`src/rtl/ip_mem_if.sv`:
```
// rtl/ip_mem_if.sv - LSU load/store port bundle for the switch/button I/O block
interface ip_mem_if;
    logic [31:0] i_lsu_addr;
    logic        i_lsu_wren;
    logic [31:0] i_st_data;
    logic [31:0] o_ip_data;

    modport master (
        output i_lsu_addr,
        output i_lsu_wren,
        output i_st_data,
        input  o_ip_data
    );

    modport slave (
        input  i_lsu_addr,
        input  i_lsu_wren,
        input  i_st_data,
        output o_ip_data
    );
endinterface

```
`src/rtl/ip_mem.sv`:
```
// rtl/ip_mem.sv - memory-mapped switch and debounced push-button registers
module ip_mem #(
    parameter int DEBOUNCE_CYCLES = 16
) (
    input  logic        i_clk,
    input  logic        i_rst,
    ip_mem_if.slave     bus,
    input  logic [31:0] i_io_sw,
    input  logic [3:0]  i_io_btn,
    output logic        o_btn_event
);
    localparam int CNT_W = $clog2(DEBOUNCE_CYCLES);
    localparam logic [CNT_W-1:0] CNT_MAX = CNT_W'(DEBOUNCE_CYCLES - 1);

    logic [31:0]      sw_s1, sw_s2;
    logic [3:0]       btn_s1, btn_s2;
    logic [CNT_W-1:0] cnt [4];
    logic [3:0]       deb, cap, raw, rise, clr;
    logic             sel;
    logic [4:0]       idx;
    logic [31:0]      rd_next, rd_q;
    logic             unused_bits;

    // Buttons idle high on the pins, so their synchronizers reset to "released".
    always_ff @(posedge i_clk or negedge i_rst) begin
        if (!i_rst) begin
            sw_s1  <= '0;
            sw_s2  <= '0;
            btn_s1 <= 4'hF;
            btn_s2 <= 4'hF;
        end else begin
            sw_s1  <= i_io_sw;
            sw_s2  <= sw_s1;
            btn_s1 <= i_io_btn;
            btn_s2 <= btn_s1;
        end
    end

    assign raw = ~btn_s2;
    assign sel = (bus.i_lsu_addr[15:7] == 9'h0F0);
    assign idx = bus.i_lsu_addr[6:2];
    assign clr = (sel && bus.i_lsu_wren && idx == 5'd5) ? bus.i_st_data[3:0] : 4'h0;

    always_comb begin
        rise = '0;
        for (int n = 0; n < 4; n++) begin
            rise[n] = raw[n] & ~deb[n] & (cnt[n] == CNT_MAX);
        end
    end

    always_ff @(posedge i_clk or negedge i_rst) begin
        if (!i_rst) begin
            deb <= '0;
            for (int n = 0; n < 4; n++) begin
                cnt[n] <= '0;
            end
        end else begin
            for (int n = 0; n < 4; n++) begin
                if (raw[n] == deb[n]) begin
                    cnt[n] <= '0;
                end else if (cnt[n] == CNT_MAX) begin
                    deb[n] <= raw[n];
                    cnt[n] <= '0;
                end else begin
                    cnt[n] <= cnt[n] + CNT_W'(1);
                end
            end
        end
    end

    // A press landing on the same edge as a clear must not be lost.
    always_ff @(posedge i_clk or negedge i_rst) begin
        if (!i_rst) begin
            cap <= '0;
        end else begin
            cap <= (cap & ~clr) | rise;
        end
    end

    always_comb begin
        rd_next = '0;
        if (sel) begin
            case (idx)
                5'd0:    rd_next = sw_s2;
                5'd4:    rd_next = {28'b0, deb};
                5'd5:    rd_next = {28'b0, cap};
                default: rd_next = '0;
            endcase
        end
    end

    always_ff @(posedge i_clk or negedge i_rst) begin
        if (!i_rst) begin
            rd_q <= '0;
        end else begin
            rd_q <= rd_next;
        end
    end

    assign bus.o_ip_data = rd_q;
    assign o_btn_event   = |cap;
    assign unused_bits   = ^{bus.i_lsu_addr[31:16], bus.i_lsu_addr[1:0], bus.i_st_data[31:4]};
endmodule

```
`src/flat_wrapper.sv`:
```
// flat-port wrapper written by rule: the top's interface ports become plain ports
module ip_mem_flat 
#(
    parameter int DEBOUNCE_CYCLES = 16
)
  (i_clk, i_rst, i_io_sw, i_io_btn, o_btn_event, bus_i_lsu_addr, bus_i_lsu_wren, bus_i_st_data, bus_o_ip_data);
  ip_mem_if bus_i ();
  input  logic i_clk;
  input  logic i_rst;
  input  logic [31:0] i_io_sw;
  input  logic [3:0] i_io_btn;
  output logic o_btn_event;
  input wire logic [$bits(bus_i.i_lsu_addr)-1:0] bus_i_lsu_addr;
  input wire logic [$bits(bus_i.i_lsu_wren)-1:0] bus_i_lsu_wren;
  input wire logic [$bits(bus_i.i_st_data)-1:0] bus_i_st_data;
  output wire logic [$bits(bus_i.o_ip_data)-1:0] bus_o_ip_data;
  assign bus_i.i_lsu_addr = bus_i_lsu_addr;
  assign bus_i.i_lsu_wren = bus_i_lsu_wren;
  assign bus_i.i_st_data = bus_i_st_data;
  assign bus_o_ip_data = bus_i.o_ip_data;
  ip_mem #(.DEBOUNCE_CYCLES(DEBOUNCE_CYCLES)) u_core (.i_clk(i_clk), .i_rst(i_rst), .bus(bus_i), .i_io_sw(i_io_sw), .i_io_btn(i_io_btn), .o_btn_event(o_btn_event));
endmodule
```
`config.mk`:
```
export PLATFORM = sky130hd
export DESIGN_NAME = ip_mem_flat
export DESIGN_NICKNAME = d
export VERILOG_FILES = /design/src/rtl/ip_mem_if.sv /design/src/rtl/ip_mem.sv /design/src/flat_wrapper.sv
export SDC_FILE = /design/constraint.sdc
export NUM_CORES = 1
export LEC_CHECK = 0
export ABC_AREA = 1
export BUFFER_PORTS_ARGS = -buffer_cell sky130_fd_sc_hd__buf_2
export CAP_MARGIN = 40
export CORE_MARGIN = 2
export CORE_UTILIZATION = 38
export CTS_BUF_LIST = sky130_fd_sc_hd__clkbuf_8
export CTS_CLUSTER_DIAMETER = 30
export DETAILED_ROUTE_END_ITERATION = 8
export GPL_TIMING_DRIVEN = 0
export MAX_ROUTING_LAYER = met4
export PLACE_DENSITY_LB_ADDON = 0.08
export SKIP_LAST_GASP = 1
export SLEW_MARGIN = 10
export SYNTH_ARGS = -nofsm -noshare
export SYNTH_HDL_FRONTEND = slang
export SYNTH_SLANG_ARGS = --single-unit
```
`constraint.sdc`:
```
create_clock -name i_clk -period 1.9 [get_ports i_clk]
set_input_delay 0.57 -clock i_clk [delete_from_list [all_inputs] [get_ports i_clk]]
set_output_delay 0.57 -clock i_clk [all_outputs]
set_load 0.1 [all_outputs]
```
**Yosys cells after proc, flatten, opt, wreduce, memory -nomap -nowiden**

Index checks and enable logic that the tools add are counted.

- Bits in registers: 128

- Bitwise logic cells: 20
- Reduce and logical (&&, ||, !) cells: 8
- Mux-type cells: 11
- Eq/ne operators: 11
- Add/sub/neg operators: 4

Operators with widths:

| operator | count |
|---|---|
| 32-bit one-hot mux with 3 select lines | 1 |
| 4-bit two-way mux | 9 |
| 32-bit two-way mux | 1 |
| 4-bit by 1-bit adder with 4-bit output (second input constant) | 4 |
| 4-bit == test (second input constant) | 4 |
| 5-bit by 3-bit == test with 1-bit output (second input constant) | 2 |
| 9-bit by 8-bit == test with 1-bit output (second input constant) | 1 |
| 1-bit bitwise AND | 8 |
| 1-bit NOT | 8 |
| 4-bit NOT | 2 |
| 2-bit AND reduction | 4 |
| 5-bit logical NOT | 1 |
| 4-bit bitwise AND | 1 |
| 1-bit == test | 4 |
| 4-bit OR | 1 |
| 4-bit OR reduction | 1 |
| 1-bit logical AND | 2 |

**Depth between registers and ports, before layout**

- Depth after elaboration: 7
- Depth in mapped cells: 7

**Worst setup path before layout**

No wires, ideal clock.

- Kind: reg2out
- Start point: register u_core.cap[2]
- End point: output port o_btn_event
- Stages on the path, launching flop included: 2
- Buffers on the path: 0
- Arrival time: 1327 ps
- Setup slack: 3 ps
- Path through: dfrtp_1 > or4_1

- Longest elaborated chain between the ends: 1

Ends and longest elaborated chain:

| element | RTL line | text |
|---|---|---|
| start, declared | ip_mem.sv:18 | `logic [3:0] deb, cap, raw, rise, clr;` |
| start signal, assigned | ip_mem.sv:76 | `cap <= (cap & ~clr) \| rise;` |
| 4-bit OR reduction | ip_mem.sv:101 | `assign o_btn_event = \|cap;` |
| end, declared | flat_wrapper.sv:12 | `output logic o_btn_event;` |

No other way between the ends.

**Worst setup path after layout**

- Start point: register u_core.cap[0]
- End point: output port o_btn_event

Same word-level chain as after synthesis.

==> metrics.csv <==
metric,value,unit
drv_cap,0,
arrival,1.53,ns
seqPwrFrac,52.9,%
tritoncts,yes,
finalSetupViolCount,1,
htree_levels,4,
pre_cts_slack,0.120,ns
worst_slack,-0.204,ns
ys_seq_area_share,75.6,%
clock_tree.root_cell,clkbuf_8,
grt_max_degree,92,
antenna_cells,0,
area_growth_syn_to_layout,26.3,%
grt_usage,13.7,%
hold_viol_final,0,
drive_gt1_share,33.8,%
die_area,12000,um2
p_sw,0.00118,W
grt-ovfl-total,0,
avgSynthCellArea,12.8,um2
max-clock-path-buffers,2,
worst_pin_slew,0.507,ns
status,finished with violations,
cp_max_fo,2,
p_clk_share,43.6,%
ys_ff_latch,128,
drt-wirelength-per-cell,12.0,um
critPathLaunchType,flip-flop,
vias,2563,
final_common_cell,dfrtp_1,
dp_hpwl,4860,um
fmax,475,MHz
core.rowCount,38,
power_density,1010,nW/um2
syn_inst,333,
grt_antenna_before_repair,0,
yosysWarnings,0,
start_util,39.0,%
cts_sinks,128,
ir_drop,709,uV
ys_types,19,
routed_wl,7170,um
min_period,2.10,ns
hold_path_class,in2async,
die_w,110,um
worstPathRequired,1.33,ns
slew_headroom,66.4,%
gp_congestion,0.787,
io_buffers,89,
nets,557,
drcViolationCount,0,
fin_util,49.3,%
slew_viol_final,0,
rsz0062_at_grt,true,
mostFrequentLayoutCells,"120 x dfrtp_1, 87 x buf_2, 55 x nand2_1",
via_per_inst,4.28,
skew,0.0127,ns
fin_cells,599,
path_class,reg2out,
grt_pass1_vias,2449,
fin_crit_sh,111,%
final_antenna_net_count,0,
p_comb_share,3.5,%
die_y,110,um
design.portCount,136,
crit_path_end_kind,primary output,
swShare,21.8,%
dpl.cell_count,563,
violations,setup timing,
leakage,2.67,nW
hold_buffers,0,
final_area,5360,um2
fin_tns_setup,-0.204,ns
path_clk_slew,0.08,ns
placeableCoreArea,10900,um2
tritoncts.num_buffers,17,
dr.pass1.iters,4,
syn_nets,444,
grt_pass1_wl,11500,um
insertion_delay,0.42,ns
drt-initial-drc-count,85,
intPower,0.00423,W
syn-cell-area,4250,um2
place_area,4900,um2
==> synthesized netlist by cell type <==
| cell type | instances | share of area [%] |
|---|---|---|
| or4_1 | 1 | 0.18 |
| nand3b_1 | 1 | 0.18 |
| and2_1 | 1 | 0.15 |
| nand4_1 | 4 | 0.59 |
| dfstp_2 | 8 | 4.9 |
| ha_1 | 8 | 2.4 |
| nor2_1 | 39 | 3.4 |
| dfrtp_1 | 120 | 71 |
| a21oi_1 | 8 | 0.94 |
| o21ai_0 | 9 | 1.1 |
| xor2_1 | 4 | 0.82 |
| buf_6 | 6 | 1.6 |
| nor2_2 | 11 | 1.6 |
| inv_1 | 32 | 2.8 |
| nand3_1 | 18 | 2.1 |
| nor2_4 | 3 | 0.80 |
| a31oi_1 | 4 | 0.59 |
| nand3_2 | 1 | 0.24 |
| nand2_1 | 55 | 4.9 |
==> kinds of logic (layout without fill, tap and decap cells) <==
| group | Yosys count | in the layout | synth area share (%) |
|---|---|---|---|
| AND/OR/NAND/NOR | 134 | 134 | 14.2 |
| buffers and inverters | 38 | 164 | 4.42 |
| AO/OA/AOI/OAI | 21 | 21 | 2.59 |
| flip-flops | 128 | 128 | 75.6 |
| adder cells (fa/ha/maj) | 8 | 8 | 2.36 |
| XOR/XNOR | 4 | 4 | 0.825 |
==> state kept, by name, indices dropped and copies added, names as in the netlist <==
name	flops
u_core.sw_s2	32
u_core.sw_s1	32
u_core.btn_s1	4
u_core.cnt	16
u_core.btn_s2	4
u_core.bus.o_ip_data	32
u_core.cap	4
u_core.deb	4
==> layer usage <==
metal | global-route usage, % | routed length (um) | up-vias
met5 | - | 0 | -
met4 | 6.78 | 78 | 0
met3 | 5.75 | 416 | 6
met2 | 19.9 | 3550 | 63
met1 | 16.3 | 3120 | 1225
li1 | - | - | 1269
==> area by class of cell <==
type / instances / area, um2
Multi-Input combinational cell: 167 / 851
Buffer: 6 / 67.6
Clock buffer: 18 / 248
Fill cell: 979 / 5520
Inverter: 32 / 120
Tap cell: 140 / 175
Clock inverter: 14 / 165
Timing Repair Buffer: 94 / 524
Sequential cell: 128 / 3210
==> path summary, 6_finish.rpt <==
path,startpoint,cells past startpoint,slack (ns),to
worst max-delay path,u_core.cap[0]$_DFF_PN0_,2,-0.20,o_btn_event
worst min-delay path,i_rst,1,0.03,u_core.cnt[6]$_DFF_PN0_
worst max register to register,u_core.btn_s2[3]$_DFF_PN1_,5,0.62,u_core.cnt[3]$_DFF_PN0_
worst min register to register,u_core.sw_s1[22]$_DFF_PN0_,0,0.35,u_core.sw_s2[22]$_DFF_PN0_
max in group asynchronous,i_rst,2,1.10,u_core.btn_s1[0]$_DFF_PN1_
min in group i_clk,i_io_btn[3],1,0.24,u_core.btn_s1[3]$_DFF_PN1_
==> power by group through the flow <==
stage	sequential (W)	combinational (W)	clock (W)
final	0.00286	0.000191	0.00236
after global placement	0.00291	0.000187	0
after global routing	0.00287	0.000227	0.00257
after CTS	0.00286	0.000200	0.00244
after detailed placement	0.00291	0.000199	0
after floorplan	0.00291	0.0000632	0
==> timing repair <==
| item | 4_1_cts | 5_1_grt |
|---|---|---|
| endpoints found under the setup margin | 1 | 1 |
| setup buffers | 3 | 1 |
| pin swaps | 1 | 0 |
| gates resized for setup | 5 | 0 |
==> critical path: stages (launching register included) <==
cell and delay, ns:
dfrtp_1 0.38, or4_4 0.55, buf_12 0.18
==> metrics by stage <==
| stage | total power (W) | hold slack (ns) |
|---|---|---|
| floorplan | 0.00297 | 0.274 |
| global placement | 0.00310 | 0.332 |
| detailed placement | 0.00311 | 0.335 |
| CTS | 0.00550 | 0.0129 |
| global route | 0.00567 | 0.0197 |
| finish | 0.00541 | 0.0319 |
(Power assumes the default switching activity.)
